==> src/rtl/sub_seq_ctrl.sv <==
// Nibble-serial A - B - bin controller driving one shared external 4-bit subtract slice.
// The borrow between nibbles is carried only through brw_q, so the slice sees no combinational loop.
module sub_seq_ctrl #(
    parameter int unsigned WIDTH = 24,
    parameter int unsigned NIB   = WIDTH / 4
) (
    input  logic             clk,
    input  logic             rst,
    input  logic             start_valid,
    output logic             start_ready,
    input  logic [WIDTH-1:0] a,
    input  logic [WIDTH-1:0] b,
    input  logic             bin,
    output logic [3:0]       slice_x,
    output logic [3:0]       slice_y,
    output logic             slice_bin,
    input  logic [3:0]       slice_diff,
    input  logic             slice_bout,
    output logic             res_valid,
    input  logic             res_ready,
    output logic [WIDTH-1:0] diff,
    output logic             bout,
    output logic             zero
);

    localparam int unsigned IdxW = (NIB > 1) ? $clog2(NIB) : 1;
    localparam logic [IdxW-1:0] IdxLast = IdxW'(NIB - 1);

    typedef enum logic [1:0] {StIdle, StRun, StDone} state_e;

    state_e           state_q;
    logic [IdxW-1:0]  idx_q;
    logic [IdxW+1:0]  lsb;
    logic [WIDTH-1:0] a_q;
    logic [WIDTH-1:0] b_q;
    logic [WIDTH-1:0] diff_q;
    logic             brw_q;
    logic             bout_q;
    logic             start_ready_q;
    logic             res_valid_q;

    assign lsb = {idx_q, 2'b00};

    always_ff @(posedge clk) begin
        if (rst) begin
            state_q       <= StIdle;
            idx_q         <= '0;
            a_q           <= '0;
            b_q           <= '0;
            diff_q        <= '0;
            brw_q         <= 1'b0;
            bout_q        <= 1'b0;
            start_ready_q <= 1'b1;
            res_valid_q   <= 1'b0;
        end else begin
            unique case (state_q)
                StIdle: begin
                    if (start_valid) begin
                        a_q           <= a;
                        b_q           <= b;
                        brw_q         <= bin;
                        idx_q         <= '0;
                        start_ready_q <= 1'b0;
                        state_q       <= StRun;
                    end
                end
                StRun: begin
                    diff_q[lsb +: 4] <= slice_diff;
                    brw_q            <= slice_bout;
                    if (idx_q == IdxLast) begin
                        idx_q       <= '0;
                        bout_q      <= slice_bout;
                        res_valid_q <= 1'b1;
                        state_q     <= StDone;
                    end else begin
                        idx_q <= idx_q + 1'b1;
                    end
                end
                StDone: begin
                    if (res_ready) begin
                        res_valid_q   <= 1'b0;
                        start_ready_q <= 1'b1;
                        state_q       <= StIdle;
                    end
                end
                default: begin
                    state_q       <= StIdle;
                    start_ready_q <= 1'b1;
                    res_valid_q   <= 1'b0;
                end
            endcase
        end
    end

    // Zero on the slice means idle, since other users share it.
    always_comb begin
        slice_x   = 4'h0;
        slice_y   = 4'h0;
        slice_bin = 1'b0;
        if (state_q == StRun) begin
            slice_x   = a_q[lsb +: 4];
            slice_y   = b_q[lsb +: 4];
            slice_bin = brw_q;
        end
    end

    assign start_ready = start_ready_q;
    assign res_valid   = res_valid_q;
    assign diff        = diff_q;
    assign bout        = bout_q;
    assign zero        = (diff_q == '0);

endmodule

==> config.mk <==
export PLATFORM = sky130hd
export DESIGN_NAME = sub_seq_ctrl
export DESIGN_NICKNAME = d
export VERILOG_FILES = /design/src/rtl/sub_seq_ctrl.sv
export SDC_FILE = /design/constraint.sdc
export NUM_CORES = 1
export LEC_CHECK = 0
export ABC_AREA = 1
export ABC_CLOCK_PERIOD_IN_PS = 4210
export BUFFER_PORTS_ARGS = -buffer_cell sky130_fd_sc_hd__buf_2
export CAP_MARGIN = 20
export CELL_PAD_IN_SITES_DETAIL_PLACEMENT = 2
export CELL_PAD_IN_SITES_GLOBAL_PLACEMENT = 2
export CORE_MARGIN = 2
export CORE_UTILIZATION = 30
export CTS_CLUSTER_DIAMETER = 120
export DETAILED_ROUTE_END_ITERATION = 8
export GPL_TIMING_DRIVEN = 0
export PLACE_DENSITY = 0.91
export SLEW_MARGIN = 20
export SYNTH_ARGS = -nofsm -noshare
export SYNTH_HDL_FRONTEND = slang
export SYNTH_SLANG_ARGS = --single-unit
==> constraint.sdc <==
create_clock -name clk -period 4.21 [get_ports clk]
set_clock_uncertainty 0.05 [all_clocks]
set_input_delay 0.842 -clock clk [delete_from_list [all_inputs] [get_ports clk]]
set_output_delay 0.842 -clock clk [all_outputs]
set_load 0.02 [all_outputs]
==> results of run 1 <==
cells in the final DEF (no fill, tap or decap), types with 2 or more instances in the layout:
cell / n
inv_2: 5
nand4_1: 3
ha_1: 5
clkbuf_1: 7
nor2_4: 2
clkbuf_8: 3
nor3_1: 3
or2_2: 8
o21ai_1: 10
o21ai_0: 59
dfxtp_1: 81
clkbuf_16: 9
nor2_2: 2
a21oi_1: 44
nand2_1: 83
o211ai_1: 8
buf_2: 110
nor2_1: 115
nand3_1: 23
inv_1: 50
bufinv_16: 2
power breakdown:
| group | internal (W) | total [W] | leakage, nW | switching, W |
|---|---|---|---|---|
| logic | 0.000108 | 0.000331 | 1.41 | 0.000224 |
| clock network | 0.000568 | 0.000911 | 0.169 | 0.000342 |
| registers | 0.000813 | 0.000838 | 0.665 | 0.0000244 |
| total | 0.00149 | 0.00208 | 2.24 | 0.000590 |
through the flow:
step | power, W | std cells | area (sq um)
4_1_cts | 0.00209 | 790 | 4670
3_3_place_gp | 0.00114 | 774 | 4330
3_5_place_dp | 0.00117 | 774 | 4330
5_1_grt | 0.00217 | 790 | 4670
2_1_floorplan | 0.00104 | 533 | 3670
6_report | 0.00208 | 790 | 4670
worst paths after layout:
| check | from | slack [ns] | endpoint |
|---|---|---|---|
| setup / recovery | idx_q[0]$_SDFFE_PP0P_ | 1.12 | slice_y[1] |
| hold / removal | b_q[12]$_SDFFE_PP0P_ | 0.41 | b_q[12]$_SDFFE_PP0P_ |
| setup reg to reg | idx_q[0]$_SDFFE_PP0P_ | 1.57 | diff[15]$_SDFFE_PP0P_ |
| hold reg to reg | b_q[12]$_SDFFE_PP0P_ | 0.41 | b_q[12]$_SDFFE_PP0P_ |
final cells by class:
| class | instances | area [sq um] | share of cell area |
|---|---|---|---|
| tap | 147 | 184 | 0.0394 |
| multi-input combinational | 371 | 1710 | 0.367 |
| clock buffer | 12 | 267 | 0.0571 |
| sequential | 81 | 1620 | 0.348 |
| buffer | 26 | 129 | 0.0276 |
| inverter | 55 | 206 | 0.0442 |
| timing repair buffer | 94 | 470 | 0.101 |
| clock inverter | 4 | 73.8 | 0.0158 |
synth_stat cells:
cell type	number	area [sq um]
nor3_1	3	15.0
xor2_1	1	8.76
a21oi_1	44	220
buf_4	1	7.51
nand2_2	1	6.26
o21ai_0	59	295
inv_1	50	188
buf_2	16	80.1
clkbuf_1	7	26.3
dfxtp_1	81	1620
a31oi_1	1	6.26
nor2_4	2	22.5
nor3_2	1	10.0
ha_1	5	62.6
o21a_1	1	7.51
buf_1	1	3.75
nand4_1	3	18.8
nand2_1	83	312
nor2_1	115	432
inv_2	5	18.8
buf_6	1	11.3
nand3_2	1	10.0
o21ai_1	10	50.1
or2_2	8	50.1
nor2_2	2	12.5
o211ai_1	8	60.1
nand3_1	23	115
per-layer routing:
layer	vias up	part of all wire	GRT usage	wire length, microns
met4	0	0.026	0.0927	398
met3	29	0.037	0.0445	571
met1	1997	0.43	0.295	6680
li1	1914	-	-	-
met2	100	0.50	0.429	7710
met5	-	0	0	0
worst register-to-register path, stage by stage, from the launching register on:
cell	delay (ns)
dfxtp_1	0.47
inv_1	0.11
buf_2	0.21
buf_2	0.22
ha_1	0.26
ha_1	0.40
inv_1	0.12
nor2_1	0.10
nand2_1	0.09
nor2_1	0.28
o21ai_0	0.13
nor2_1	0.13
cells by family after synthesis:
group / count (synthesis)
compound gates: 123
xor+xnor: 1
fa+ha+maj: 5
buf+inv: 81
flops: 81
simple gates: 242
flip-flops by register name, summed over array words and instances, names as in the netlist:
| register | count |
|---|---|
| a_q | 24 |
| b_q | 24 |
| bout | 1 |
| brw_q | 1 |
| diff | 24 |
| idx_q | 3 |
| res_valid | 1 |
| start_ready | 1 |
| state_q | 2 |
==> results.md, run 1 <==
- Root Buffer: clkbuf_16
- Distinct cells, synth: 27
- Fin Hold WS: between 0.4 and 0.5 ns
- Proportion of synthesized area in mux cells: 0
- Worst endpoint required time: 3.32 ns
- Status: finished, final reports clean
- Antenna Cells: 0
- Crit. path cell count: 9
- Drt initial violations: 209
- Die H: 115 microns
- PostCTS Resize Cnt: 0
- Setup CP Type: reg2out
- GP Congestion: 0.802
- Largest family of logic cells by synthesized area: simple AND/OR/NAND/NOR gates
- Area growth from synthesis to layout: 27.1%
- Least-Margin Pin Slew: 0.686 ns
- Clock buffer count from CTS: 9
- CTS H-Tree Depth: 3
- Vias in the first global route: 4523
- WL final: 15400 microns
- Synth Cell Area: 0.00367 sq mm
- Clock Sinks: 81
- CP Max Fanout: 10
- Finished Core Util: 0.390
- Pleak: 2.24 nW
- Final #Nets: 701
- Worst skew pair latency: 0.35 ns
- Clock Tree Buf Depth: 2
- Final min period: 3.09 ns
- Largest net degree at the start of global routing: 14
- Cell Rows: 40
- Final Hold Viols: 0
- Flops & latches, synth: 81
- Syn_nets: 596
- HP Class: reg2reg
- Hold Path Cell Cnt: 2
- Arrival @ worst endpoint: about 2.2 ns
- Rel. slew slack: 0.543
- RSZ-0062 raised after global routing: no
- Pre-CTS setup slack: about 1.6 ns
- CTS tree: done
- FMAX: approximately 320 MHz
- Via density: 5.11
- GRT overflow: 0
- Cell depth of the worst flop-to-flop path: 11
- Routed wire length per instance: 19.4 microns
- Vias: 4040
- Syn Inst Count: 533
- Fin Setup TNS: 0 ns
- Simple-Gate Fraction of Synth Area: 0.273
- Post-CTS Setup Bufs: 0
- Critical Path Source Type: register
- Synth Area in Compound Gates: 0.174
- MaxCap Viol Count: 0
- Final setup margin: roughly 1.1 ns
- I/O pins: 95
- Count of pins over their slew limit: 0
- Die area: around 0.013 sq mm
- Yosys Warn Count: 0
- First-pass GRT wire length: approximately 24000 microns
- Gr usage total: 0.244
- VDD IR max: 0.290 mV
- Delay-heaviest family, CP: buffers and inverters
- WP buf/inv: 4
- Filler cells: 1403
- Synth Area in XOR/XNOR: 0.00239
- PD cells: 446 mW/mm^2
- Sequential area share after synthesis: 0.442
- Post-route ant nets: 0
- Clk slew on worst S/H paths: 0.06 ns
- Router iterations before antenna repair: 4
- Detailed Place HPWL: 10400 microns
- Critical-path cell list: inv_1 > buf_2 > buf_2 > nand2_1 > nand3_1 > nand2_1 > nand2_1 > a21oi_1 > buf_2
- Die width: 115 microns
- Final setup vio count: 0
- Initial antenna violation count: 0
- Crit-path max cell delay: 0.47 ns
- Post-synthesis adder-cell area fraction: 0.0170
- CTS Hold Bufs: 0
- Average cell area after synthesis: 6.89 sq um
- Slowest cell on crit path: dfxtp_1
- DRC violations left: 0
- Crit. End Element: output port
- Initial core utilization: 0.307
- Share of layout cells above drive strength 1: 0.230
- Port bufs: 94
- Crit share post-route: 0.733
- Core area: 0.0120 sq mm
No activity file was read; power rests on OpenSTA's default activity.
==> inputs of run 2 (changes only) <==
==> config.mk (replaced) <==
export PLATFORM = sky130hd
export DESIGN_NAME = sub_seq_ctrl
export DESIGN_NICKNAME = d
export VERILOG_FILES = /design/src/rtl/sub_seq_ctrl.sv
export SDC_FILE = /design/constraint.sdc
export NUM_CORES = 1
export LEC_CHECK = 0
export ABC_AREA = 0
export ABC_CLOCK_PERIOD_IN_PS = 2700
export BUFFER_PORTS_ARGS = -buffer_cell sky130_fd_sc_hd__buf_2
export CAP_MARGIN = 20
export CELL_PAD_IN_SITES_DETAIL_PLACEMENT = 2
export CELL_PAD_IN_SITES_GLOBAL_PLACEMENT = 2
export CORE_MARGIN = 2
export CORE_UTILIZATION = 28
export CTS_CLUSTER_DIAMETER = 120
export DETAILED_ROUTE_END_ITERATION = 8
export GPL_TIMING_DRIVEN = 0
export PLACE_DENSITY = 0.84
export SLEW_MARGIN = 20
export SYNTH_ARGS = -nofsm -noshare
export SYNTH_HDL_FRONTEND = slang
export SYNTH_SLANG_ARGS = --single-unit
==> constraint.sdc (replaced) <==
create_clock -name clk -period 2.7 [get_ports clk]
set_clock_uncertainty 0.05 [all_clocks]
set_input_delay 0.54 -clock clk [delete_from_list [all_inputs] [get_ports clk]]
set_output_delay 0.54 -clock clk [all_outputs]
set_load 0.02 [all_outputs]
==> run 2 against run 1 <==
Effect of this change: clock power grew 32%; core utilization down 2.6 points; sequential cell count unchanged; register-to-register slack worse by 1.4 ns; via count decreased by 17%; critical endpoint is now slice_x[0]; largest cell class unchanged; largest power group is now registers.
==> results.md, run 2 <==
- Worst R2R Start: idx_q[0]$_SDFFE_PP0P_
- Setup CP Type: reg2out
- WL final: 12200 microns (-21%)
- Worst skew pair latency: 0.34 ns (about the same)
- Die H: 117 microns (+2.1%)
- FFs w/ async S/R, synth: 0 (unchanged)
- Sequential area share after synthesis: 0.454 (+0.0119)
- Cell depth of the worst flop-to-flop path: 8 (-3)
- Average cell area after synthesis: 8.74 sq um (+27%)
- Critical-path cell list: buf_4 > mux4_2 > a22oi_1 > nor2_1 > buf_2
- Syn_nets: 472 (-21%)
- Least-Margin Pin Slew: 0.598 ns (-0.0885 ns)
- I/O pins: 95 (unchanged)
- CTS Hold Bufs: 0 (unchanged)
- Area leader, netlist: dfxtp_1
- HP Class: in2reg
- Drt initial violations: 110 (-47%)
- First-pass GRT wire length: 19000 microns (-22%)
- Final setup vio count: 0 (unchanged)
- R2r endpoint: diff[8]$_SDFFE_PP0P_
- VDD IR max: 0.240 mV (-17%)
- Yosys Warn Count: 0 (unchanged)
- Worst endpoint required time: 2.11 ns (-1.21 ns)
- Clock Sinks: 81 (unchanged)
- Distinct cells, synth: 37 (+37%)
- Clock buffer count from CTS: 9 (unchanged)
- Synth area leaders: dfxtp_1 45%, nand2_1 11%, a21oi_1 7.4%
- Largest net degree at the start of global routing: 13 (-1)
- Post-synth EDFFs: 0 (unchanged)
- Hold Path Cell Cnt: 3 (+1)
- Core area: 0.0125 sq mm (+4.6%)
- Status: finished, final reports clean
- Router iterations before antenna repair: 4 (unchanged)
- Clock Tree Buf Depth: 2 (unchanged)
- Initial core utilization: 0.286 (-0.0213)
- Port bufs: 94 (unchanged)
- GRT overflow: 0 (unchanged)
- Slowest cell on crit path: mux4_2
- Most common cell after layout, fill and taps aside: nand2_1
- Flops & latches, synth: 81 (unchanged)
- MaxCap Viol Count: 0 (unchanged)
- Die width: 117 microns (+2.1%)
- Vias in the first global route: 3646 (-19%)
- Routed wire length per instance: 17.7 microns (-8.9%)
- Gr usage total: 0.186 (-0.0576)
- Root Buffer: clkbuf_16
- Crit share post-route: 0.961
- Crit-path max cell delay: 0.55 ns (+0.08 ns)
- R2R setup slack: 0.18 ns (-1.39 ns)
- CP Max Fanout: 10 (unchanged)
- Share of layout cells above drive strength 1: 0.265 (+0.0348)
- Vias: 3351 (-17%)
- Post-route ant nets: 0 (unchanged)
- Area growth from synthesis to layout: 27.3%
- Arrival @ worst endpoint: 2.01 ns (-0.18 ns)
- Hold path start: b[12]
- CTS H-Tree Depth: 3 (unchanged)
- Post-CTS Setup Bufs: 0 (unchanged)
- Cells after DPL: 675 (-13%)
- DRC violations left: 0 (unchanged)
- Hold endpoint: b_q[12]$_SDFFE_PP0P_
- FMAX: between 300 and 400 MHz
- Fin Setup TNS: 0 ns (unchanged)
- CTS tree: done
- Via density: 4.86 (-4.9%)
- Synth Cell Area: 0.00357 sq mm (-2.6%)
- Cell Rows: 41 (+2.5%)
- Antenna Cells: 0 (unchanged)
- Count of pins over their slew limit: 0 (unchanged)
- Final Hold Viols: 0 (unchanged)
- Synth top area share: 0.454 (+0.0119)
- Rel. slew slack: 0.601 (+0.0590)
- Die area: 0.0137 sq mm (+4.2%)
- Final min period: 2.60 ns
- Count leader, synth: nand2_1
- Fin Hold WS: 0.386 ns (-0.0224 ns)
- Detailed Place HPWL: 9310 microns (-11%)
- Initial antenna violation count: 0 (unchanged)
- Most frequent cells in the layout: 106 x nand2_1, 99 x buf_2, 80 x dfxtp_1
- RSZ-0062 raised after global routing: no
- PD cells: 624 mW/mm^2 (+40%)
- Syn Inst Count: 409 (-23%)
- Crit. End Element: output port
- Final #Nets: 577 (-18%)
- Clk slew on worst S/H paths: 0.06 ns (about the same)
- Ys flop type: dfxtp_1
- GP Congestion: 0.813 (+1.4%)
- Non-Filler Instances: 689 (-13%)
- Most frequent cells after synthesis: 106 x nand2_1, 81 x dfxtp_1, 53 x a21oi_1
- Critical Path Source Type: register
- Pleak: 2.00 nW (-11%)
[run 2: cell families after synthesis]
family | share of synthesized area
mux | 0.146
compound gates | 0.107
buf+inv | 0.0402
fa+ha+maj | 0.0175
simple gates | 0.236
flops | 0.454
[run 2: power by group]
part	switching (W)	internal [W]	total, W
combinational	0.000211	0.000142	0.000352
clock	0.000478	0.000726	0.00120
sequential	0.0000352	0.00125	0.00129
total	0.000724	0.00212	0.00284
[run 2: layer usage]
layer / track usage / part of all wire / wire length [microns] / vias up
met2: 0.347 / 0.51 / 6230 / 86
met4: 0.0533 / 0.012 / 146 / 0
met3: 0.0355 / 0.045 / 545 / 12
li1: - / - / - / 1599
met1: 0.217 / 0.43 / 5290 / 1654
met5: 0 / 0 / 0 / -
[run 2: worst max-delay path by stage]
stage / start / to / slack [ns] / cells past startpoint
after detailed placement: idx_q[0]$_SDFFE_PP0P_ / diff[8]$_SDFFE_PP0P_ / -0.21 / 8
after global routing: idx_q[0]$_SDFFE_PP0P_ / diff[8]$_SDFFE_PP0P_ / 0.003 / 8
final: idx_q[0]$_SDFFE_PP0P_ / slice_x[0] / 0.10 / 5
after CTS: idx_q[0]$_SDFFE_PP0P_ / slice_x[0] / 0.08 / 5
after floorplan: idx_q[0]$_SDFFE_PP0P_ / diff[11]$_SDFFE_PP0P_ / 0.36 / 8
after global placement: idx_q[0]$_SDFFE_PP0P_ / diff[11]$_SDFFE_PP0P_ / -0.07 / 8
[run 2: repair_timing]
action                                  in CTS  in global routing
endpoints found under the setup margin      23                  0
resized for setup                            4                  0
endpoints found under the hold margin        0                  0
[run 2: layout make-up]
cell class                 instances  area, sq um
tap                              172          215
buffer                            28          128
clock buffer                      10          239
timing repair buffer              94          470
fill                            1449         7970
sequential                        81         1620
multi-input combinational        294         1810
clock inverter                     4         45.0
inverter                           6         22.5
[run 2: per-stage QoR]
step | worst slack, ns | total power, W | utilization | instance area [sq um]
2_1_floorplan | 0.361 | 0.00151 | - | 3570
5_1_grt | 0.00320 | 0.00296 | 0.364 | 4550
4_1_cts | 0.0826 | 0.00286 | 0.364 | 4550
3_3_place_gp | -0.0669 | 0.00164 | 0.340 | 4260
3_5_place_dp | -0.212 | 0.00166 | 0.340 | 4260
6_report | 0.105 | 0.00284 | 0.364 | 4550
[run 2: critical path, delay by kind of cell, from the launching register on]
kind	cells	cell delay (ns)
buf+inv	2	0.45
compound gates	1	0.17
simple gates	1	0.08
flops	1	0.42
mux	1	0.55
==> inputs of run 3 (changes only) <==
--- a/config.mk
+++ b/config.mk
@@ -5,18 +5,20 @@
 export SDC_FILE = /design/constraint.sdc
 export NUM_CORES = 1
 export LEC_CHECK = 0
-export ABC_AREA = 0
+export ABC_AREA = 1
 export ABC_CLOCK_PERIOD_IN_PS = 2700
 export BUFFER_PORTS_ARGS = -buffer_cell sky130_fd_sc_hd__buf_2
 export CAP_MARGIN = 20
 export CELL_PAD_IN_SITES_DETAIL_PLACEMENT = 2
 export CELL_PAD_IN_SITES_GLOBAL_PLACEMENT = 2
+export CORE_ASPECT_RATIO = 2
 export CORE_MARGIN = 2
-export CORE_UTILIZATION = 28
+export CORE_UTILIZATION = 25
 export CTS_CLUSTER_DIAMETER = 120
 export DETAILED_ROUTE_END_ITERATION = 8
+export GPL_ROUTABILITY_DRIVEN = 0
 export GPL_TIMING_DRIVEN = 0
-export PLACE_DENSITY = 0.84
+export PLACE_DENSITY = 0.82
 export SLEW_MARGIN = 20
 export SYNTH_ARGS = -nofsm -noshare
 export SYNTH_HDL_FRONTEND = slang
==> run 3 against run 2 <==
Effect of this change: fmax up 0.19%; core utilization is 3.6 points lower; largest power group is now the clock network; critical endpoint is now slice_y[2]; via count rose by 18%; final area grew 3.4%; critical path depth is 4 higher; highest routed layer unchanged; setup slack improved by 0.0049 ns; wire length increased by 20%.
==> results.md, run 3 (synthesized netlist as in run 1, its figures left out) <==
- I/O pins: 95 (unchanged)
- Critical-path cell list: inv_1 > buf_2 > buf_2 > nand2_1 > nand3_1 > nand2_1 > nand2_1 > a21oi_1 > buf_2
- Critical Path Source Type: register
- Filler cells: 1790 (+24%)
- Worst skew pair latency: 0.34 ns (about the same)
- Pre-CTS setup slack: 0.227 ns (+0.439 ns)
- Die area: 0.0157 sq mm (+15%)
- Clock buffer count from CTS: 9 (unchanged)
- Drt initial violations: 102 (-7.3%)
- WL final: 14600 microns (+20%)
- Antenna Cells: 0 (unchanged)
- Gr usage total: 0.192 (+0.00609)
- Most common cell after layout, fill and taps aside: nor2_1
- Final min period: 2.59 ns (-0.00489 ns)
- Flip-flop and latch area: 0.00162 sq mm (unchanged)
- DP Area: 0.00438 sq mm (+2.8%)
- Die width: 89.7 microns (-23%)
- Worst endpoint required time: 2.11 ns (about the same)
- Detailed Place HPWL: 11900 microns (+28%)
- VDD IR max: 0.314 mV (+31%)
- CTS H-Tree Depth: 3 (unchanged)
- Setup CP Type: reg2out
- Area growth from synthesis to layout: 28.2%
- Vias in the first global route: 4392 (+20%)
- Clk slew on worst S/H paths: 0.07 ns (about the same)
- CTS Hold Bufs: 0 (unchanged)
- Rel. slew slack: 0.652 (+0.0504)
- Delay-heaviest family, CP: buffers and inverters
- Clock Sinks: 81 (unchanged)
- MaxCap Viol Count: 0 (unchanged)
- CTS tree: done
- Die H: 175 microns (+50%)
- Initial antenna violation count: 0 (unchanged)
- Final #Nets: 701 (+21%)
- Total power: 0.00314 W (+10%)
- GRT overflow: 0 (unchanged)
- Crit-path max cell delay: 0.36 ns (-0.19 ns)
- Final Hold Viols: 0 (unchanged)
- Least-Margin Pin Slew: 0.517 ns (-0.0811 ns)
- Port bufs: 94 (unchanged)
- Share of layout cells above drive strength 1: 0.233 (-0.0317)
- First-pass GRT wire length: 22400 microns (+18%)
- DRC violations left: 0 (unchanged)
- Router iterations before antenna repair: 4 (unchanged)
- Status: finished, final reports clean
- Final setup vio count: 0 (unchanged)
- Busiest layer in global routing: met2
- Met2 usage: 0.402 (+0.0544)
- CP Max Fanout: 10 (unchanged)
- Arrival @ worst endpoint: 2.00 ns (about the same)
- Root Buffer: clkbuf_16
- FMAX: 386 MHz (+0.19%)
- Post-layout instance area: 0.00470 sq mm (+3.4%)
- Post-route ant nets: 0 (unchanged)
- Via density: 4.72 (-3.0%)
- Slowest cell on crit path: dfxtp_2
- Final setup margin: 0.110 ns (+0.00489 ns)
- RSZ-0062 raised after global routing: no
- GR met3 Demand/Resource: 0.0291 (-0.00640)
- HP Class: in2reg
- Most frequent cells in the layout: 115 x nor2_1, 111 x buf_2, 83 x nand2_1
- Pleak: 2.23 nW (+12%)
- Cell Rows: 62 (+51%)
- Met1 usage: 0.164 (-0.0526)
- Routed wire length per instance: 17.5 microns (-1.1%)
- Fin Setup TNS: 0 ns (unchanged)
- Area of the multi-input gates: 0.00171 sq mm (-5.3%)
- Crit share post-route: 0.959 (-0.00181)
- PD cells: 666 mW/mm^2 (+6.7%)
- Vias: 3939 (+18%)
- Initial core utilization: 0.256 (-0.0298)
- Crit. End Element: output port
- WP buf/inv: 4 (+2)
- Largest net degree at the start of global routing: 15 (+2)
- Post-CTS Setup Bufs: 0 (unchanged)
- Count of pins over their slew limit: 0 (unchanged)
- Clock Tree Buf Depth: 2 (unchanged)
- Core area: 0.0144 sq mm (+15%)
-- run 3: changes by cell type in the layout (fill, tap and decap cells not counted), sizes merged, moves of 9 or more --
cell,previous run,this run
nor2,17,119
nand3,4,24
nand2,106,84
o21ai,2,69
a21oi,53,44
mux2i,25,0
buf,103,113
nand2b,30,0
clkbuf,29,16
inv,5,55
-- run 3: per-stage QoR --
stage	instances	util	hold slack, ns
6_report	835	0.328	0.411
5_1_grt	835	0.328	0.430
4_1_cts	835	0.328	0.401
3_5_place_dp	819	0.305	0.407
3_3_place_gp	819	0.305	0.394
2_1_floorplan	533	-	0.379
-- run 3: area by class of cell --
class | count | area share
plain buffers | 26 | 0.0277
multi-input cells | 371 | 0.364
repair buffers | 94 | 0.100
flip-flops and latches | 81 | 0.345
well taps | 192 | 0.0511
clock inverters | 7 | 0.0202
inverters | 55 | 0.0439
clock buffers | 9 | 0.0479
-- run 3: final timing paths --
check	slack [ns]	to	depth (start not counted)	start
max	0.11	slice_y[2]	9	idx_q[0]$_SDFFE_PP0P_
min	0.41	b_q[21]$_SDFFE_PP0P_	3	b[21]
max reg2reg	0.27	diff[12]$_SDFFE_PP0P_	11	idx_q[0]$_SDFFE_PP0P_
min reg2reg	0.41	a_q[8]$_SDFFE_PP0P_	2	a_q[8]$_SDFFE_PP0P_
-- run 3: power by group --
part / internal, W / leakage (nW) / switching (W)
sequential: 0.00127 / 0.666 / 0.0000339
clock: 0.000810 / 0.155 / 0.000518
combinational: 0.000168 / 1.41 / 0.000337
total: 0.00225 / 2.23 / 0.000889
-- run 3: metal layers --
metal  vias to the layer above  wire length (microns)
li1                       1915                      -
met1                      1929                   4600
met2                        71                   9160
met3                        24                    364
met4                         0                    505
met5                         -                      0
-- run 3: worst reg2reg max path, delay by kind of cell, from the launching register on --
kind | cells | cell delay [ns]
AO/OA/AOI/OAI | 1 | 0.16
adder cells (fa/ha/maj) | 2 | 0.66
buffers and inverters | 4 | 0.58
flip-flops | 1 | 0.36
AND/OR/NAND/NOR | 4 | 0.57
-- run 3: timing repair --
item,in CTS,in global routing
hold endpoints to repair,0,0
gates cloned,0,0
setup endpoints to repair,1,1
resized for setup,1,1
